<file path="config.mk">
export PLATFORM = sky130hd
export DESIGN_NAME = pipe_stage_hs
export DESIGN_NICKNAME = d
export VERILOG_FILES = /design/src/rtl/pipe_pkg.sv /design/src/rtl/pipe_stall_counter.sv /design/src/rtl/pipe_stage_hs.sv
export SDC_FILE = /design/constraint.sdc
export NUM_CORES = 1
export LEC_CHECK = 0
export ABC_AREA = 1
export BUFFER_PORTS_ARGS = -buffer_cell sky130_fd_sc_hd__buf_2
export CAP_MARGIN = 40
export CORE_UTILIZATION = 25
export CTS_BUF_LIST = sky130_fd_sc_hd__clkbuf_4 sky130_fd_sc_hd__clkbuf_8 sky130_fd_sc_hd__clkbuf_16
export DETAILED_ROUTE_END_ITERATION = 10
export REMOVE_ABC_BUFFERS = 1
export SLEW_MARGIN = 10
export SYNTH_ARGS = -nofsm -noshare
export SYNTH_HDL_FRONTEND = slang
export SYNTH_SLANG_ARGS = --single-unit
</file>
<file path="constraint.sdc">
create_clock -name clk -period 2 [get_ports clk]
set_input_delay 0 -clock clk [delete_from_list [all_inputs] [get_ports clk]]
set_output_delay 0 -clock clk [all_outputs]
set_load 0.01 [all_outputs]
</file>
<file path="src/rtl/pipe_pkg.sv">
// Shared constants for the handshaked pipeline-stage register.
//   SKID_NONE / SKID_ON : values for the SKID parameter of pipe_stage_hs
//   CTRL_W_DEFAULT      : default width of the low-order control field
//                         (rf_writeEn, mem_writeEn, halt, J, ... are packed
//                         at the low bits of the payload by stage wrappers)
package pipe_pkg;

   localparam int unsigned SKID_NONE      = 0;
   localparam int unsigned SKID_ON        = 1;
   localparam int unsigned CTRL_W_DEFAULT = 8;

endpackage

</file>
<file path="src/rtl/pipe_stall_counter.sv">
// Saturating cycle counter with synchronous clear.
//   clk  : clock, rising edge
//   rst  : asynchronous reset, active-low
//   inc  : count this cycle
//   clr  : synchronous clear, wins over inc
//   cnt  : counter value, sticks at all-ones
module pipe_stall_counter #(
   parameter int unsigned CNT_W = 16
) (
   input  logic             clk,
   input  logic             rst,
   input  logic             inc,
   input  logic             clr,
   output logic [CNT_W-1:0] cnt
);

   always_ff @(posedge clk or negedge rst) begin
      if (!rst) begin
         cnt <= '0;
      end else if (clr) begin
         cnt <= '0;
      end else if (inc && (cnt != '1)) begin
         cnt <= cnt + CNT_W'(1);
      end
   end

endmodule

</file>
<file path="src/rtl/pipe_stage_hs.sv">
// Parametrised pipeline-stage register with valid/ready handshake.
//   clk, rst             : clock (rising edge), async active-low reset
//   in_valid/in_ready    : upstream handshake, in_data is the payload
//   out_valid/out_ready  : downstream handshake, out_data is the payload
//                          with payload[CTRL_W-1:0] forced to 0 when empty
//   flush                : synchronous kill of every held entry
//   cnt_clr              : synchronous clear of stall_cnt
//   stall_cnt            : saturating count of out_valid & ~out_ready cycles
// SKID=SKID_NONE : one entry, in_ready combinational from out_ready.
// SKID=SKID_ON   : main + skid entry, in_ready registered.
module pipe_stage_hs
   import pipe_pkg::*;
#(
   parameter int unsigned WIDTH  = 32,
   parameter int unsigned CTRL_W = CTRL_W_DEFAULT,
   parameter int unsigned SKID   = SKID_NONE,
   parameter int unsigned CNT_W  = 16
) (
   input  logic             clk,
   input  logic             rst,
   input  logic             in_valid,
   output logic             in_ready,
   input  logic [WIDTH-1:0] in_data,
   output logic             out_valid,
   input  logic             out_ready,
   output logic [WIDTH-1:0] out_data,
   input  logic             flush,
   input  logic             cnt_clr,
   output logic [CNT_W-1:0] stall_cnt
);

   logic             main_v;
   logic [WIDTH-1:0] main_d;

   generate
      if (SKID == SKID_ON) begin : g_skid
         logic             skid_v, skid_v_n;
         logic [WIDTH-1:0] skid_d, skid_d_n;
         logic             main_v_n;
         logic [WIDTH-1:0] main_d_n;
         logic             rdy_q;
         logic             in_fire;

         assign in_fire  = in_valid & rdy_q;
         assign in_ready = rdy_q;

         // Skid only ever fills while main is stalled, so it always holds
         // the younger payload; main refills from skid first to keep order.
         always_comb begin
            main_v_n = main_v;
            main_d_n = main_d;
            skid_v_n = skid_v;
            skid_d_n = skid_d;
            if (flush) begin
               main_v_n = 1'b0;
               skid_v_n = 1'b0;
            end else if (!main_v || out_ready) begin
               if (skid_v) begin
                  main_v_n = 1'b1;
                  main_d_n = skid_d;
                  skid_v_n = in_fire;
                  if (in_fire) skid_d_n = in_data;
               end else begin
                  main_v_n = in_fire;
                  if (in_fire) main_d_n = in_data;
               end
            end else if (in_fire) begin
               skid_v_n = 1'b1;
               skid_d_n = in_data;
            end
         end

         // rdy_q resets low and rises on the first edge after release.
         always_ff @(posedge clk or negedge rst) begin
            if (!rst) begin
               main_v <= 1'b0;
               main_d <= '0;
               skid_v <= 1'b0;
               skid_d <= '0;
               rdy_q  <= 1'b0;
            end else begin
               main_v <= main_v_n;
               main_d <= main_d_n;
               skid_v <= skid_v_n;
               skid_d <= skid_d_n;
               rdy_q  <= ~skid_v_n;
            end
         end
      end else begin : g_single
         assign in_ready = ~main_v | out_ready;

         always_ff @(posedge clk or negedge rst) begin
            if (!rst) begin
               main_v <= 1'b0;
               main_d <= '0;
            end else if (flush) begin
               main_v <= 1'b0;
            end else if (in_ready) begin
               main_v <= in_valid;
               if (in_valid) main_d <= in_data;
            end
         end
      end
   endgenerate

   assign out_valid = main_v;

   // Bubble masking: an empty stage never drives a control bit downstream.
   always_comb begin
      out_data = main_d;
      if (!main_v) out_data[CTRL_W-1:0] = '0;
   end

   pipe_stall_counter #(
      .CNT_W (CNT_W)
   ) u_stall_cnt (
      .clk (clk),
      .rst (rst),
      .inc (main_v & ~out_ready),
      .clr (cnt_clr),
      .cnt (stall_cnt)
   );

endmodule
</file>
==> implementation parameters <==
Parameter                              Value

Place
  DP HPWL    4.11 mm
  Port buffer count    87
  Final weighted congestion in routability-driven placement    0.848

STA
  Achievable clock frequency    0.619 GHz
  Setup repair after global routing missed its margin    no
  Final setup vio count    0
  Final critical-path required period    1.62 ns
  Period Utilization, post-route    80.8%
  Worst slack on hold paths    0.0460 ns
  Setup TNS Final    0 ns
  Number of slew-limit violations in the final report    0
  Clock skew    0.00368 ns
  Worst slew margin relative to its limit    73.0%
  Actual transition at the worst max-transition pin    0.405 ns
  Number of failing hold endpoints at the final stage    0

Route
  Highest routing layer actually used    met4
  Number of DRC violations after detailed routing    0
  ANT nets after route    0
  Met1 layer wirelength in the final routing    2.65 mm
  Via count    2,116
  Via-to-Cell Ratio    4.12
  Total Routed Length    5.89 mm
  Number of violations reported at the end of detailed-routing iteration 0    116
  Wire length per cell after detailed routing    11.5 um
  First-pass iteration count of the detailed router    4
  Met2 wire length    2.96 mm
  Total length of routed met3 wires    210 um

Synth
  Top cell type by total area after synthesis    sky130_fd_sc_hd__dfrtp_1
  Most frequent cell after synthesis    sky130_fd_sc_hd__nand2_1
  Mean post-synth cell area    9.25 sq um
  Count of distinct cell types in the synthesized netlist    23
  Fraction of synthesized cell area taken by the top area cell type    48.2%
  Top post-synthesis cells by count    sky130_fd_sc_hd__nand2_1, sky130_fd_sc_hd__dfrtp_1, sky130_fd_sc_hd__mux2_2
  Number of enable flip-flop cells after synthesis    0
  Yosys warning count    0
  FFs w/ async S/R, synth    100%
  Part of the Yosys area used for sequential elements    48.2%
  Cell types occupying the most area after synthesis    sky130_fd_sc_hd__dfrtp_1, sky130_fd_sc_hd__mux2_2, sky130_fd_sc_hd__nand2_1
  Prevailing post-synth register cell    sky130_fd_sc_hd__dfrtp_1
  Combined area of all synthesized cells    2540 sq um
  #FFs+latches synth    49
  Post-synthesis cell count    275

Floorplan
  Die Height    103 um
  Count of standard-cell rows    36
  Count of boundary I/O pins    88
  Starting density of the core    25.9%
  Die width    103 um
  Die area    10,600 sq um
  Core region area    9820 sq um

GRT
  GRT Overall Usage    11.1%
  Wire length of the first global-routing pass    9.03 mm
  Maximum number of pins on one net before global-route repair    33
  Number of antenna violations at the first check in global routing    0
  Vias in the first global route    1,938
  Overflow after GRT    0

Setup path
  Data required time at the worst endpoint    2.23 ns
  CP max FO    13
  Kind of start point of the critical path    register
  Endpoint class of the critical path    register
  Crit-path cells    ha_1, nand2_1, nor2_2, nand2_2, nor2_4, nor2_4, nor2_4, nand2_1, nand2_1
  Crit Path Class    register to register
  Critical-path cell with the highest stage delay    sky130_fd_sc_hd__dfrtp_1
  Largest stage delay, worst path    0.41 ns
  CP arrival    1.85 ns

Run status
  Result of the run    finished, final reports clean

Cells and area
  Number of filler instances in the final layout    1,051
  Seq. cell area    1230 sq um
  Area delta synth->final    34.1%
  Ratio of cells with drive above 1 in the final layout    37.4%
  Nets    418
  Antenna Diode Count    0
  Multi-input gate area    990 sq um

Pwr
  Areal power density over the cells    641 nW/um^2
  Lkg Pwr    1.77 nW
  Worst VDD drop    0.000243 V

Clock tree
  Max clock buf depth    2
  Buffer type at the clock tree root    sky130_fd_sc_hd__clkbuf_8
  TritonCTS sink count    49
  Clk pin slew, worst setup/hold paths    0.09 ns
  # Post-CTS Setup Buffers    0
  TritonCTS clock tree    built
  H-tree depth    2
  Number of buffers created by CTS    5
  Worst-Skew Late Latency    0.29 ns

Flow run
  Reported max-cap violation count    0

Worst hold path
  Path category of the worst min-delay check    input pin to register
[layout by cell type (no fill, tap or decap)]
cell type	count
sky130_fd_sc_hd__clkinvlp_4	2
sky130_fd_sc_hd__nand3b_1	1
sky130_fd_sc_hd__buf_12	1
sky130_fd_sc_hd__nor2_4	3
sky130_fd_sc_hd__nand3_1	14
sky130_fd_sc_hd__nand2_2	3
sky130_fd_sc_hd__inv_2	3
sky130_fd_sc_hd__buf_4	3
sky130_fd_sc_hd__clkbuf_4	1
sky130_fd_sc_hd__o21ai_1	2
sky130_fd_sc_hd__clkbuf_8	5
sky130_fd_sc_hd__inv_1	25
sky130_fd_sc_hd__mux2_2	31
sky130_fd_sc_hd__nor2_2	3
sky130_fd_sc_hd__nor2_1	16
sky130_fd_sc_hd__mux2_1	1
sky130_fd_sc_hd__xor2_1	4
sky130_fd_sc_hd__o21bai_1	4
sky130_fd_sc_hd__nand4_1	4
sky130_fd_sc_hd__a21oi_1	1
sky130_fd_sc_hd__dfrtp_1	49
sky130_fd_sc_hd__nand2_1	78
sky130_fd_sc_hd__clkinv_1	1
sky130_fd_sc_hd__o21ai_0	2
sky130_fd_sc_hd__dlygate4sd3_1	35
sky130_fd_sc_hd__ha_1	1
sky130_fd_sc_hd__buf_2	87
[where the power goes]
| group | switching, mW | total, mW | internal, mW |
|---|---|---|---|
| Combinational | 0.201 | 0.447 | 0.246 |
| Clock | 0.323 | 0.583 | 0.260 |
| Sequential | 0.0521 | 1.16 | 1.10 |
| Total | 0.576 | 2.19 | 1.61 |
[flip-flops by register name, summed over array words and instances, names as in the netlist]
register / cells
out_valid: 1
main_d: 32
u_stall_cnt.cnt: 16
[timing repair]
action	CTS	global route
hold endpoints to repair	48	0
hold buffers	35	0
gates resized for setup	0	0
[metrics by stage]
step	cells	setup slack (ns)	util, %	total power [mW]	instance area, sq um
6_report	513	0.384	34.7	2.19	3410
3_5_place_dp	470	0.397	30.2	1.58	2970
4_1_cts	513	0.362	34.7	2.24	3410
2_1_floorplan	246	0.302	-	1.37	2320
5_1_grt	513	0.238	34.7	2.33	3410
3_3_place_gp	470	0.431	30.2	1.57	2970
[path summary, 6_finish.rpt]
| path | from | cells after the start | end | slack [ns] |
|---|---|---|---|---|
| worst max-delay path | u_stall_cnt.cnt[1] | 9 | u_stall_cnt.cnt[9] | 0.38 |
| worst min-delay path | cnt_clr | 4 | u_stall_cnt.cnt[8] | 0.05 |
| worst max register to register | u_stall_cnt.cnt[1] | 9 | u_stall_cnt.cnt[9] | 0.38 |
| worst min register to register | main_d[28] | 1 | main_d[28] | 0.50 |
| max in group asynchronous | rst | 3 | main_d[11] | 1.26 |
| min in group asynchronous | rst | 2 | u_stall_cnt.cnt[3] | 0.17 |
[critical path: cells and delay by family (launching register included)]
kind                       cells  cell delay (ns)
and+or+nand+nor                8             0.91
adders and majority gates      1             0.22
DFF                            1             0.41
[metal layers]
metal | up-vias | GRT usage, %
met5 | - | 0
met4 | 0 | 4.23
met3 | 4 | 2.03
met2 | 61 | 18.9
met1 | 997 | 14.0
li1 | 1054 | -
[cell families after synthesis]
kind of cell / synth area share (%)
buf+inv: 12.9
flops: 48.2
simple gates: 20.7
mux: 14.2
compound gates: 2.16
fa+ha+maj: 0.492
xor+xnor: 1.38
[final cells by class]
cell class | count | share of cell area (%)
Timing Repair Buffer | 126 | 24.3
Clock buffer | 6 | 2.24
Multi-Input combinational cell | 168 | 29.0
Clock inverter | 2 | 0.440
Sequential cell | 49 | 36.0
Tap cell | 133 | 4.88
Inverter | 29 | 3.19
No activity file was read; power rests on OpenSTA's default activity.
